$ cat src/rtl/controle_pkg.sv
// Shared encodings for the execution sequencer: FSM states and the ledr one-hot mapping.
// The display/LCD logic imports this package so it decodes the same values.
package controle_pkg;

  // ST_INIT only lasts for the first cycle after reset, while run_mode picks RUN or STEP_WAIT.
  typedef enum logic [2:0] {
    ST_INIT = 3'd0,
    ST_RUN  = 3'd1,
    ST_STEP = 3'd2,
    ST_IN   = 3'd3,
    ST_HALT = 3'd4
  } estado_t;

  localparam logic [3:0] LED_RUN  = 4'b0001;
  localparam logic [3:0] LED_STEP = 4'b0010;
  localparam logic [3:0] LED_IN   = 4'b0100;
  localparam logic [3:0] LED_HALT = 4'b1000;

  // One-hot LED pattern for a state; ST_INIT shows all LEDs off.
  function automatic logic [3:0] ledr_de_estado(estado_t st);
    logic [3:0] led;
    led = 4'b0000;
    case (st)
      ST_RUN:  led = LED_RUN;
      ST_STEP: led = LED_STEP;
      ST_IN:   led = LED_IN;
      ST_HALT: led = LED_HALT;
      default: led = 4'b0000;
    endcase
    return led;
  endfunction

endpackage

$ cat src/rtl/debounce_botao.sv
// ENTER key conditioning: 2-flop synchroniser, stable-level counter, debounced level
// and a one-cycle press pulse on the debounced 1->0 (key pushed) transition.
module debounce_botao #(
  parameter int unsigned DEBOUNCE_CYCLES = 500_000
) (
  input  logic clock,
  input  logic reset,
  input  logic enter_n,
  output logic press
);

  localparam int unsigned CW = (DEBOUNCE_CYCLES > 1) ? $clog2(DEBOUNCE_CYCLES) : 1;
  localparam logic [CW-1:0] CntLast = CW'(DEBOUNCE_CYCLES - 1);

  logic          sync1_q, sync2_q;
  logic          level_q, level_d;
  logic          press_q, press_d;
  logic [CW-1:0] cnt_q, cnt_d;

  // Count consecutive cycles the synchronised key differs from the accepted level.
  always_comb begin
    level_d = level_q;
    press_d = 1'b0;
    cnt_d   = '0;
    if (sync2_q != level_q) begin
      if (cnt_q == CntLast) begin
        level_d = sync2_q;
        // Differing while level is 1 means the key went down.
        press_d = level_q;
      end else begin
        cnt_d = cnt_q + CW'(1);
      end
    end
  end

  // Synchroniser and debounce state; idle is "released" (level high).
  always_ff @(posedge clock or posedge reset) begin
    if (reset) begin
      sync1_q <= 1'b1;
      sync2_q <= 1'b1;
      level_q <= 1'b1;
      press_q <= 1'b0;
      cnt_q   <= '0;
    end else begin
      sync1_q <= enter_n;
      sync2_q <= sync1_q;
      level_q <= level_d;
      press_q <= press_d;
      cnt_q   <= cnt_d;
    end
  end

  assign press = press_q;

endmodule

$ cat src/rtl/controle_execucao.sv
// Execution sequencer: turns the board clock into a one-cycle cpu_tick per committed
// instruction, with free-run, single-step, IN stall and permanent HALT.
module controle_execucao
  import controle_pkg::*;
#(
  parameter int unsigned DIV_COUNT       = 25_000_000,
  parameter int unsigned DEBOUNCE_CYCLES = 500_000
) (
  input  logic        clock,
  input  logic        reset,
  input  logic        enter_n,
  input  logic        run_mode,
  input  logic        in_req,
  input  logic        stop,
  output logic        cpu_tick,
  output logic        in_ack,
  output logic        halted,
  output logic [3:0]  ledr,
  output logic [31:0] instr_count
);

  localparam int unsigned DW = $clog2(DIV_COUNT);
  localparam logic [DW-1:0] DivLast = DW'(DIV_COUNT - 1);

  estado_t       state_q, state_d;
  logic [DW-1:0] div_q, div_d;
  logic          tick_q, tick_d;
  logic          ack_q, ack_d;
  logic [31:0]   count_q, count_d;
  logic          press;

  debounce_botao #(
    .DEBOUNCE_CYCLES(DEBOUNCE_CYCLES)
  ) u_debounce (
    .clock  (clock),
    .reset  (reset),
    .enter_n(enter_n),
    .press  (press)
  );

  // Next state, divider and tick/ack decisions; priority at a decision is stop > in_req > issue.
  always_comb begin
    state_d = state_q;
    div_d   = '0;
    tick_d  = 1'b0;
    ack_d   = 1'b0;
    unique case (state_q)
      ST_INIT: begin
        // Reset release counts as RUN entry, so the divider already sits at 1.
        if (run_mode) begin
          state_d = ST_RUN;
          div_d   = DW'(1);
        end else begin
          state_d = ST_STEP;
        end
      end
      ST_RUN: begin
        if (!run_mode) begin
          state_d = ST_STEP;
        end else if (div_q == DivLast) begin
          if (stop) begin
            state_d = ST_HALT;
          end else if (in_req) begin
            state_d = ST_IN;
          end else begin
            tick_d = 1'b1;
          end
        end else begin
          div_d = div_q + DW'(1);
        end
      end
      ST_STEP: begin
        if (press) begin
          if (stop) begin
            state_d = ST_HALT;
          end else if (in_req) begin
            state_d = ST_IN;
          end else begin
            tick_d = 1'b1;
          end
        end else if (run_mode) begin
          state_d = ST_RUN;
        end
      end
      ST_IN: begin
        // The press that releases the IN is consumed here, never reused as a step.
        if (press) begin
          if (stop) begin
            state_d = ST_HALT;
          end else begin
            tick_d  = 1'b1;
            ack_d   = 1'b1;
            state_d = run_mode ? ST_RUN : ST_STEP;
          end
        end
      end
      ST_HALT: begin
        state_d = ST_HALT;
      end
      default: begin
        state_d = ST_INIT;
      end
    endcase
    count_d = count_q + {31'b0, tick_d};
  end

  // State, divider and registered outputs.
  always_ff @(posedge clock or posedge reset) begin
    if (reset) begin
      state_q <= ST_INIT;
      div_q   <= '0;
      tick_q  <= 1'b0;
      ack_q   <= 1'b0;
      count_q <= '0;
    end else begin
      state_q <= state_d;
      div_q   <= div_d;
      tick_q  <= tick_d;
      ack_q   <= ack_d;
      count_q <= count_d;
    end
  end

  assign cpu_tick    = tick_q;
  assign in_ack      = ack_q;
  assign halted      = (state_q == ST_HALT);
  assign ledr        = ledr_de_estado(state_q);
  assign instr_count = count_q;

endmodule

$ cat config.mk
export PLATFORM = sky130hd
export DESIGN_NAME = controle_execucao
export DESIGN_NICKNAME = d
export VERILOG_FILES = /design/src/rtl/controle_pkg.sv /design/src/rtl/debounce_botao.sv /design/src/rtl/controle_execucao.sv
export SDC_FILE = /design/constraint.sdc
export NUM_CORES = 1
export LEC_CHECK = 0
export BUFFER_PORTS_ARGS = -buffer_cell sky130_fd_sc_hd__buf_4
export CORE_MARGIN = 4
export CORE_UTILIZATION = 63
export CTS_CLUSTER_SIZE = 28
export DETAILED_ROUTE_END_ITERATION = 16
export PLACE_DENSITY = 0.91
export SLEW_MARGIN = 20
export SYNTH_ARGS = -nofsm -noshare
export SYNTH_HDL_FRONTEND = slang
export SYNTH_HIERARCHICAL = 1
export SYNTH_SLANG_ARGS = --single-unit
$ cat constraint.sdc
create_clock -name clock -period 8.3 [get_ports clock]
set_clock_uncertainty 0.15 [all_clocks]
set_input_delay 0.83 -clock clock [delete_from_list [all_inputs] [get_ports clock]]
set_output_delay 0.83 -clock clock [all_outputs]
set_load 0.02 [all_outputs]
==> out/metrics.csv <==
metric;value;unit
run_status;finished, final reports clean;
grt_max_degree;63;
cp-start-kind;flip-flop;
grt_usage;0.251;
path_cells;nor4bb_1 > nand4_1 > or4_1 > a21oi_1 > ha_1 > ha_1 > nand2_1 > nor4_1 > nand4_1 > xnor2_1;
antenna_found_initial;0;
power.share.sequential;0.560;
die_w;89.4;µm
fmax;260;MHz
syn-cell-area;4170;µm²
required;8.42;ns
synthToLayoutAreaGrowth;13.8;%
synth_seq_cells;85;
start_util;0.653;
final_cell_area;4750;µm²
vias;3305;
cp_max_fo;6;
p_clk_frac;0.336;
fin_crit;3.85;ns
multi_input_area;1950;µm²
layout-drive-gt1-share;0.170;
ys.flop_type;dfrtp_1;
peakVddDrop;134;µV
drtAntennaViolNets;0;
cts_sinks;85;
hold_path.class;reg -> reg;
path_class;reg -> reg;
cts_max_path_buffers;2;
drtIter0Drc;168;
critPathCaptureType;flip-flop;
p_int;564;µW
leakagePower;2.06;nW
worstSkewPairLatency;0.35;ns
critical_path.startpoint;div_q[8];
dp.final_hpwl;6100;µm
cts_resized;0;
placed_area;4570;µm²
vias_per_cell;6.17;
io_buffers;44;
power.density;165;nW/µm²
synth-seq-area-share;0.511;
synth-edff-count;0;
layout_common_cells;dfrtp_1 (82), buf_4 (46), nor2_1 (39), xnor2_1 (38), nand3_1 (33);
wl_per_cell;17.0;µm
wl;9090;µm
cp_slowest_cell;nor4_1;
cts_tree;done;
hold_buffers;0;
gr-total-overflow;0;
core;6390;µm²
maxSlewViolCount;0;
switching_share;0.279;
worstMarginPinSlew;0.991;ns
ctsRootBufferMaster;clkbuf_8;
synthArstFlopShare;1.00;
h-tree-depth;3;
setup_viol;0;
slowest_delay;0.70;ns
hold_viol_final;0;
cts_buffers;9;
synth_nets;416;
r2r-start;div_q[8];
hold_start;u_debounce/sync1_q;
yosysWarnings;6;
comb_power_share;0.104;
die_area;7990;µm²
finalSetupTns;0;ns
gp_congestion;0.888;
num-nets-final;464;
clk_pin_slew_worst_paths;0.09;ns
rsz0062_at_grt;false;
first_global_vias;3304;
cap_violations;0;
diodes;0;
final_common_cell;dfrtp_1;
synthCells;406;
p_sw;218;µW
period_share;0.464;
fillers;424;
io_pins;45;
arrival;3.96;ns
avgSynthCellArea;10.3;µm²
die_h;89.4;µm
seq_area;2130;µm²
drc;0;
rows;29;
synth_cell_types;48;
max-slew-margin-rel;0.338;
postCtsSetupBuffers;0;
drt_first_pass_iters;4;
grt_pass1_wl;15400;µm
[final cells by class]
class | count | area share
tap | 77 | 0.0203
inverter | 14 | 0.0111
timing repair buffer | 46 | 0.0727
multi-input combinational | 298 | 0.410
clock inverter | 7 | 0.0108
clock buffer | 9 | 0.0261
sequential | 85 | 0.449
[cell usage after synthesis, types with 7 or more instances]
| library cell | number | area (µm²) |
|---|---|---|
| xnor2_1 | 38 | 333 |
| xor2_1 | 18 | 158 |
| dfrtp_1 | 82 | 2050 |
| and3_1 | 9 | 56.3 |
| a21oi_1 | 20 | 100 |
| or4_1 | 9 | 67.6 |
| nor4_1 | 11 | 68.8 |
| nand4_1 | 14 | 87.6 |
| nand3_1 | 33 | 165 |
| nor3_1 | 15 | 75.1 |
| inv_1 | 14 | 52.6 |
| nand2_1 | 24 | 90.1 |
| nor2_1 | 39 | 146 |
| o21ai_0 | 7 | 35.0 |
[worst max-delay path, delay by kind of cell (launching register included)]
family | cells | cell delay [ns]
flip-flops | 1 | 0.45
XOR/XNOR | 1 | 0.23
adder cells (fa/ha/maj) | 2 | 0.52
AND/OR/NAND/NOR | 6 | 2.13
AO/OA/AOI/OAI | 1 | 0.29
[path summary, 6_finish.rpt]
kind,to,slack (ns),depth (start not counted)
setup reg to reg,instr_count[26],4.45,10
setup / recovery,instr_count[26],4.45,10
hold / removal,u_debounce/sync2_q,0.21,0
hold reg to reg,u_debounce/sync2_q,0.21,0
min in group asynchronous,u_debounce/cnt_q[11],0.52,2
max in group asynchronous,instr_count[5],6.94,3
[flip-flops by register name, indices dropped and copies added, names as in the netlist, 3 cells and up]
| signal | cells |
|---|---|
| instr_count | 32 |
| state_q | 3 |
| div_q | 25 |
| u_debounce/cnt_q | 19 |
[power groups by stage]
stage                     Clock [mW]  Sequential [mW]  Combinational [mW]
final                          0.263            0.438              0.0812
after detailed placement           0            0.446              0.0817
after global placement             0            0.445              0.0796
after CTS                      0.270            0.438              0.0818
after global routing           0.293            0.440              0.0914
after floorplan                    0            0.436              0.0642
[layer usage]
| metal | track usage | share of wire |
|---|---|---|
| met4 | 0.0961 | 0.015 |
| met3 | 0.0691 | 0.055 |
| met5 | 0 | 0 |
| met1 | 0.311 | 0.41 |
| met2 | 0.418 | 0.52 |
[metrics by stage]
stage,total power [mW],std cells,util,setup slack [ns],hold WS (ns)
after floorplan,0.501,406,-,5.10,0.195
after global placement,0.525,520,0.715,4.61,0.196
after detailed placement,0.527,520,0.715,4.48,0.200
after CTS,0.789,536,0.743,4.51,0.212
after global routing,0.824,536,0.744,4.27,0.215
final,0.782,536,0.744,4.45,0.212
[cells by family after synthesis]
kind of cell             Yosys count  share of synthesized area
adder cells (fa/ha/maj)            4                     0.0120
AND/OR/NAND/NOR                  192                      0.266
XOR/XNOR                          56                      0.118
multiplexers                       2                    0.00510
buffers and inverters             23                     0.0237
AO/OA/AOI/OAI                     44                     0.0648
flip-flops                        85                      0.511
No activity file was read; power rests on OpenSTA's default activity.
